==> config.mk <==
export PLATFORM = sky130hd
export DESIGN_NAME = sram_mem_controller
export DESIGN_NICKNAME = d
export VERILOG_FILES = /design/src/rtl/sram_ctrl_pkg.sv /design/src/rtl/sram_phase_timer.sv /design/src/rtl/sram_mem_controller.sv
export SDC_FILE = /design/constraint.sdc
export NUM_CORES = 1
export LEC_CHECK = 0
export BUFFER_PORTS_ARGS = -buffer_cell sky130_fd_sc_hd__buf_2
export CAP_MARGIN = 20
export CORE_MARGIN = 10
export CORE_UTILIZATION = 45
export DETAILED_ROUTE_END_ITERATION = 16
export GPL_ROUTABILITY_DRIVEN = 0
export PLACE_DENSITY = 0.83
export SLEW_MARGIN = 20
export SYNTH_ARGS = -nofsm -noshare
export SYNTH_HDL_FRONTEND = slang
export SYNTH_HIERARCHICAL = 1
export SYNTH_SLANG_ARGS = --single-unit
export TNS_END_PERCENT = 5
==> constraint.sdc <==
create_clock -name clk -period 2.9 [get_ports clk]
set_clock_uncertainty 0.05 [all_clocks]
set_input_delay 0.145 -clock clk [delete_from_list [all_inputs] [get_ports clk]]
set_output_delay 0.145 -clock clk [all_outputs]
set_load 0.005 [all_outputs]
==> src/rtl/sram_ctrl_pkg.sv <==
// Shared types and constants for the SRAM memory controller: FSM state
// encoding, default parameter values and half-word select helpers.
package sram_ctrl_pkg;

    typedef enum logic [2:0] {
        S_IDLE  = 3'd0,
        S_WR_LO = 3'd1,
        S_WR_HI = 3'd2,
        S_RD_LO = 3'd3,
        S_RD_HI = 3'd4,
        S_DONE  = 3'd5
    } state_e;

    localparam int unsigned DEF_ADDR_BASE     = 1024;
    localparam int unsigned DEF_SRAM_AW       = 18;
    localparam int unsigned DEF_ACCESS_CYCLES = 2;

    // Half-word select appended below the word index on the SRAM address.
    localparam logic HALF_LO = 1'b0;
    localparam logic HALF_HI = 1'b1;

    function automatic logic is_write(state_e s);
        return (s == S_WR_LO) || (s == S_WR_HI);
    endfunction

    function automatic logic is_read(state_e s);
        return (s == S_RD_LO) || (s == S_RD_HI);
    endfunction

    function automatic logic is_phase(state_e s);
        return is_write(s) || is_read(s);
    endfunction

    function automatic logic half_sel(state_e s);
        return ((s == S_WR_HI) || (s == S_RD_HI)) ? HALF_HI : HALF_LO;
    endfunction

endpackage

==> src/rtl/sram_phase_timer.sv <==
// Counts the clocks of one half-word phase and flags its last cycle.
// The count restarts at zero after the last cycle and whenever no phase runs,
// so every phase lasts exactly ACCESS_CYCLES clocks.
module sram_phase_timer #(
    parameter int unsigned ACCESS_CYCLES = 2
) (
    input  logic clk,
    input  logic rst,
    input  logic run_i,
    output logic last_o,
    output logic last_next_o
);

    localparam int unsigned    CNT_W    = (ACCESS_CYCLES > 1) ? $clog2(ACCESS_CYCLES) : 1;
    localparam logic [CNT_W-1:0] CNT_LAST = CNT_W'(ACCESS_CYCLES - 1);

    logic [CNT_W-1:0] cnt_q;
    logic [CNT_W-1:0] cnt_d;

    assign last_o      = (cnt_q == CNT_LAST);
    // Lets the controller register strobes that depend on next cycle's position.
    assign last_next_o = (cnt_d == CNT_LAST);

    // Advance inside a phase, wrap to zero after its last cycle or when idle.
    always_comb begin
        cnt_d = '0;
        if (run_i && !last_o) begin
            cnt_d = cnt_q + 1'b1;
        end
    end

    // Cycle counter register.
    always_ff @(posedge clk or posedge rst) begin
        if (rst) begin
            cnt_q <= '0;
        end else begin
            cnt_q <= cnt_d;
        end
    end

endmodule

==> src/rtl/sram_mem_controller.sv <==
// Splits each 32-bit MEM-stage load/store into a low and a high half-word
// access on a 16-bit asynchronous SRAM, holding ready low while busy.
// Pad controls are registered from the next state so the pins never glitch.
module sram_mem_controller
    import sram_ctrl_pkg::*;
#(
    parameter int unsigned ADDR_BASE     = DEF_ADDR_BASE,
    parameter int unsigned SRAM_AW       = DEF_SRAM_AW,
    parameter int unsigned ACCESS_CYCLES = DEF_ACCESS_CYCLES
) (
    input  logic               clk,
    input  logic               rst,
    input  logic               MEM_R_EN,
    input  logic               MEM_W_EN,
    input  logic [31:0]        address,
    input  logic [31:0]        write_data,
    output logic [31:0]        read_data,
    output logic               ready,
    output logic [SRAM_AW-1:0] sram_addr,
    output logic [15:0]        sram_dq_out,
    output logic               sram_dq_oe,
    input  logic [15:0]        sram_dq_in,
    output logic               sram_we_n,
    output logic               sram_oe_n
);

    state_e             state_q;
    state_e             state_d;
    logic               last;
    logic               last_next;

    logic [31:0]        offset;
    logic [SRAM_AW-2:0] word_idx;
    logic               unused_offset_bits;

    logic [SRAM_AW-1:0] addr_q,   addr_d;
    logic [15:0]        dq_out_q, dq_out_d;
    logic               dq_oe_q,  dq_oe_d;
    logic               we_n_q,   we_n_d;
    logic               oe_n_q,   oe_n_d;
    logic [15:0]        lo_q;
    logic [31:0]        read_data_q;

    // Byte address -> word index; upper bits drop so the index wraps.
    assign offset             = address - 32'(ADDR_BASE);
    assign word_idx           = offset[SRAM_AW:2];
    assign unused_offset_bits = ^{offset[31:SRAM_AW+1], offset[1:0]};

    sram_phase_timer #(
        .ACCESS_CYCLES (ACCESS_CYCLES)
    ) u_timer (
        .clk         (clk),
        .rst         (rst),
        .run_i       (is_phase(state_q)),
        .last_o      (last),
        .last_next_o (last_next)
    );

    // FSM state register.
    always_ff @(posedge clk or posedge rst) begin
        if (rst) begin
            state_q <= S_IDLE;
        end else begin
            state_q <= state_d;
        end
    end

    // Next-state logic: writes take priority, DONE always returns to IDLE.
    always_comb begin
        state_d = state_q;
        unique case (state_q)
            S_IDLE: begin
                if (MEM_W_EN) begin
                    state_d = S_WR_LO;
                end else if (MEM_R_EN) begin
                    state_d = S_RD_LO;
                end
            end
            S_WR_LO: if (last) state_d = S_WR_HI;
            S_WR_HI: if (last) state_d = S_DONE;
            S_RD_LO: if (last) state_d = S_RD_HI;
            S_RD_HI: if (last) state_d = S_DONE;
            S_DONE:  state_d = S_IDLE;
            default: state_d = S_IDLE;
        endcase
    end

    assign ready = ((state_q == S_IDLE) && !MEM_R_EN && !MEM_W_EN) || (state_q == S_DONE);

    // Pad values for the coming cycle; the write strobe rises on each phase's last cycle.
    always_comb begin
        addr_d   = addr_q;
        dq_out_d = dq_out_q;
        dq_oe_d  = is_write(state_d);
        we_n_d   = !(is_write(state_d) && !last_next);
        oe_n_d   = !is_read(state_d);
        if (is_phase(state_d)) begin
            addr_d = {word_idx, half_sel(state_d)};
        end
        if (is_write(state_d)) begin
            dq_out_d = (half_sel(state_d) == HALF_HI) ? write_data[31:16] : write_data[15:0];
        end
    end

    // Registered pad controls.
    always_ff @(posedge clk or posedge rst) begin
        if (rst) begin
            addr_q   <= '0;
            dq_out_q <= '0;
            dq_oe_q  <= 1'b0;
            we_n_q   <= 1'b1;
            oe_n_q   <= 1'b1;
        end else begin
            addr_q   <= addr_d;
            dq_out_q <= dq_out_d;
            dq_oe_q  <= dq_oe_d;
            we_n_q   <= we_n_d;
            oe_n_q   <= oe_n_d;
        end
    end

    // Hold the low half until the high half arrives.
    always_ff @(posedge clk) begin
        if ((state_q == S_RD_LO) && last) begin
            lo_q <= sram_dq_in;
        end
    end

    // Assemble the load result as the high half is sampled (entry to DONE).
    always_ff @(posedge clk or posedge rst) begin
        if (rst) begin
            read_data_q <= '0;
        end else if ((state_q == S_RD_HI) && last) begin
            read_data_q <= {sram_dq_in, lo_q};
        end
    end

    assign read_data   = read_data_q;
    assign sram_addr   = addr_q;
    assign sram_dq_out = dq_out_q;
    assign sram_dq_oe  = dq_oe_q;
    assign sram_we_n   = we_n_q;
    assign sram_oe_n   = oe_n_q;

endmodule

==> impl_results.md <==
- Synth-to-layout area growth: 33.42%
- Synthesis Warnings: 6
- CP Cell Sequence: or3b_1 > a21oi_4 > buf_12 > nor2_1 > a21oi_2
- Initial Util: 0.4575
- CP startpoint kind: flop
- Leak Pwr: 2.291 nW
- Synth top area share: 0.4799
- Wire per inst: 16.52 µm
- Synth area leader: dfrtp_1
- Seq/Total Area, Yosys: 0.6239
- DR pass1 iterations: 4
- Row cnt: 33
- Final wirelength: 8804 µm
- Post-place setup slack: 0.8681 ns
- Share of cells above drive strength 1: 0.5340
- Via count: 2536
- HP Class: input pin to flop
- Number of distinct library cells after synthesis: 41
- Clk_lat worst skew: 0.34 ns
- Mapped Nets: 344
- First-pass GRT wire length: 14280 µm
- Synth async-reset ratio: 0.8202
- Syn Inst Count: 259
- TritonCTS clock tree: built
- Post-cts sizing count: 0
- Final period util: 0.7070
- Hold depth: 3
- Pins Over Slew Limit: 0
- Crit path arrival time: 2.27 ns
- Predominant post-synthesis flop cell: dfrtp_1
- CTS H-tree depth: 3
- Peak VDD IR: 0.4955 mV
- Die ar.: 12260 µm²
- CP Max Fanout: 19
- Total GRT Usage: 0.1417
- Worst reg-to-reg path cell count: 5
- # port buffers: 138
- Synth Register Bits: 89
- Endpoints failing hold: 0
- Num CTS Buffers: 9
- Worst slew pin tran: 0.7714 ns
- Buffer levels on the longest clock path: 2
- Post-DP HPWL: 6428 µm
- DRC viols: 0
- Antenna Nets Post-Route: 0
- CP max stage delay: 0.60 ns
- Slew headroom: 0.4857
- Core ar.: 8093 µm²
- Tmin final: 2.050 ns
- # setup viols final: 0
- Root Buffer: clkbuf_8
- Cell Area, Synth: 3702 µm²
- CP required: 3.12 ns
- Antenna violations before repair: 1
- Max-cap viol count: 0
- Outcome: complete, no violations
- EDFF count, synth: 16
- Ports: 154
- Setup TNS: 0 ns
- Overflow after GRT: 0
- Clock transition at path regs: 0.09 ns
- Max Fclk: 487.8 MHz
- Slowest-stage cell, CP: dfrtp_1
- RSZ-0062 raised after global routing: no
- Syn avg cell area: 14.29 µm²
- Area contributors post-synth: dfrtp_1, mux2_2, edfxtp_1, mux2i_1, a21oi_2
- Vias in the first global route: 2799
- Pwr/cell area: 1043 nW/µm²
- DR iter-0 viols: 92
- Die height: 110.7 µm
- Setup CP Type: flop to flop
- Nets: 507
- Largest net degree at the start of global routing: 47
- PnR worst setup slack: 0.8498 ns
- CP endpoint kind: flop
- Clk sinks: 89
- Die X: 110.7 µm
- DR vias/cell: 4.758
path summary, 6_finish.rpt:
kind                           startpoint               to  slack, ns
setup / recovery               state_q[1]  sram_dq_out[10]       0.85
hold / removal             write_data[16]   sram_dq_out[0]       0.04
setup reg to reg               state_q[1]  sram_dq_out[10]       0.85
min in group asynchronous             rst   u_timer/last_o       0.14
hold reg to reg                   lo_q[5]     read_data[5]       0.43
max in group asynchronous             rst        sram_oe_n       1.74
cells by family (layout without fill, tap and decap cells):
group	after synthesis	in the layout	share of synthesized area
flops	89	89	0.6239
mux	67	67	0.1974
compound gates	30	30	0.06523
other cells	0	1	0
fa+ha+maj	1	1	0.003379
xor+xnor	8	8	0.01893
buf+inv	21	189	0.03244
simple gates	43	43	0.05880
layer usage:
metal	track usage	part of all wire	wire, µm
met1	0.1620	0.42	3701
met2	0.2362	0.50	4361
met3	0.05087	0.065	575
met4	0.05556	0.019	165
met5	0	0	0
state kept, by name (all words and copies together), names as in the netlist:
register and flops:
read_data 32, sram_oe_n 1, sram_addr 18, state_q 3, sram_dq_oe 1, u_timer/last_o 1
sram_we_n 1, sram_dq_out 16, lo_q 16
metrics by stage:
stage	util	hold WS (ns)	cells	power [mW]	cell area, µm²
floorplan	-	-0.1763	259	3.553	3702
global placement	0.5549	-0.05083	491	4.257	4491
detailed placement	0.5549	-0.05316	491	4.374	4491
CTS	0.6101	0.02506	532	5.220	4937
global route	0.6104	0.03130	533	5.525	4940
finish	0.6104	0.04223	533	5.153	4940
power breakdown:
part / leakage, nW / total (mW) / switching [mW] / internal, mW
logic: 1.21 / 2.16 / 1.01 / 1.16
registers: 0.989 / 2.18 / 0.342 / 1.84
clock network: 0.0966 / 0.812 / 0.476 / 0.336
critical path: cells and delay by family (launching register included):
family,cells,cell delay (ns)
AO/OA/AOI/OAI,2,0.60
buffers and inverters,1,0.23
AND/OR/NAND/NOR,2,0.50
flip-flops,1,0.60
placed cells by master, fill, tap and decap left out, types with 2 or more instances in the layout:
cell           instances
inv_1                  4
mux2i_1               19
mux2_2                47
and3_1                 2
nor4_1                 2
a21oi_2               13
dlygate4sd3_1         25
clkbuf_8               9
o21ai_0                2
dfstp_2                2
clkinv_4               2
inv_8                  2
dfrtp_1               71
buf_12                 2
nor2_1                22
buf_4                  3
xor2_1                 5
nand2b_1               3
edfxtp_1              16
nand2_1                4
xnor2_1                3
buf_2                138
a21oi_1                4
nand3b_1               2
cells in the mapped netlist, drive strengths merged, types with 3 or more instances:
cell type and instances:
nand2 4, dfrtp 71, inv 5, buf 13
xor2 5, nor2 23, nand2b 3, xnor2 3
mux2 48, a21oi 18, mux2i 19, edfxtp 16
clkbuf 3
area by class of cell:
type                            count  area (µm²)
Fill cell                         653        3153
Sequential cell                    89        2310
Multi-Input combinational cell    149        1277
Timing Repair Buffer              168        1003
Tap cell                          105       131.4
Clock buffer                        9       123.9
Clock inverter                      7       72.57
Inverter                            5       18.77
Antenna cell                        1       2.502
repair_timing:
action,CTS,global route
hold buffers,25,0
endpoints found under the hold margin,67,0
buffers inserted,0,0
Power figures use the tool's default switching activity.
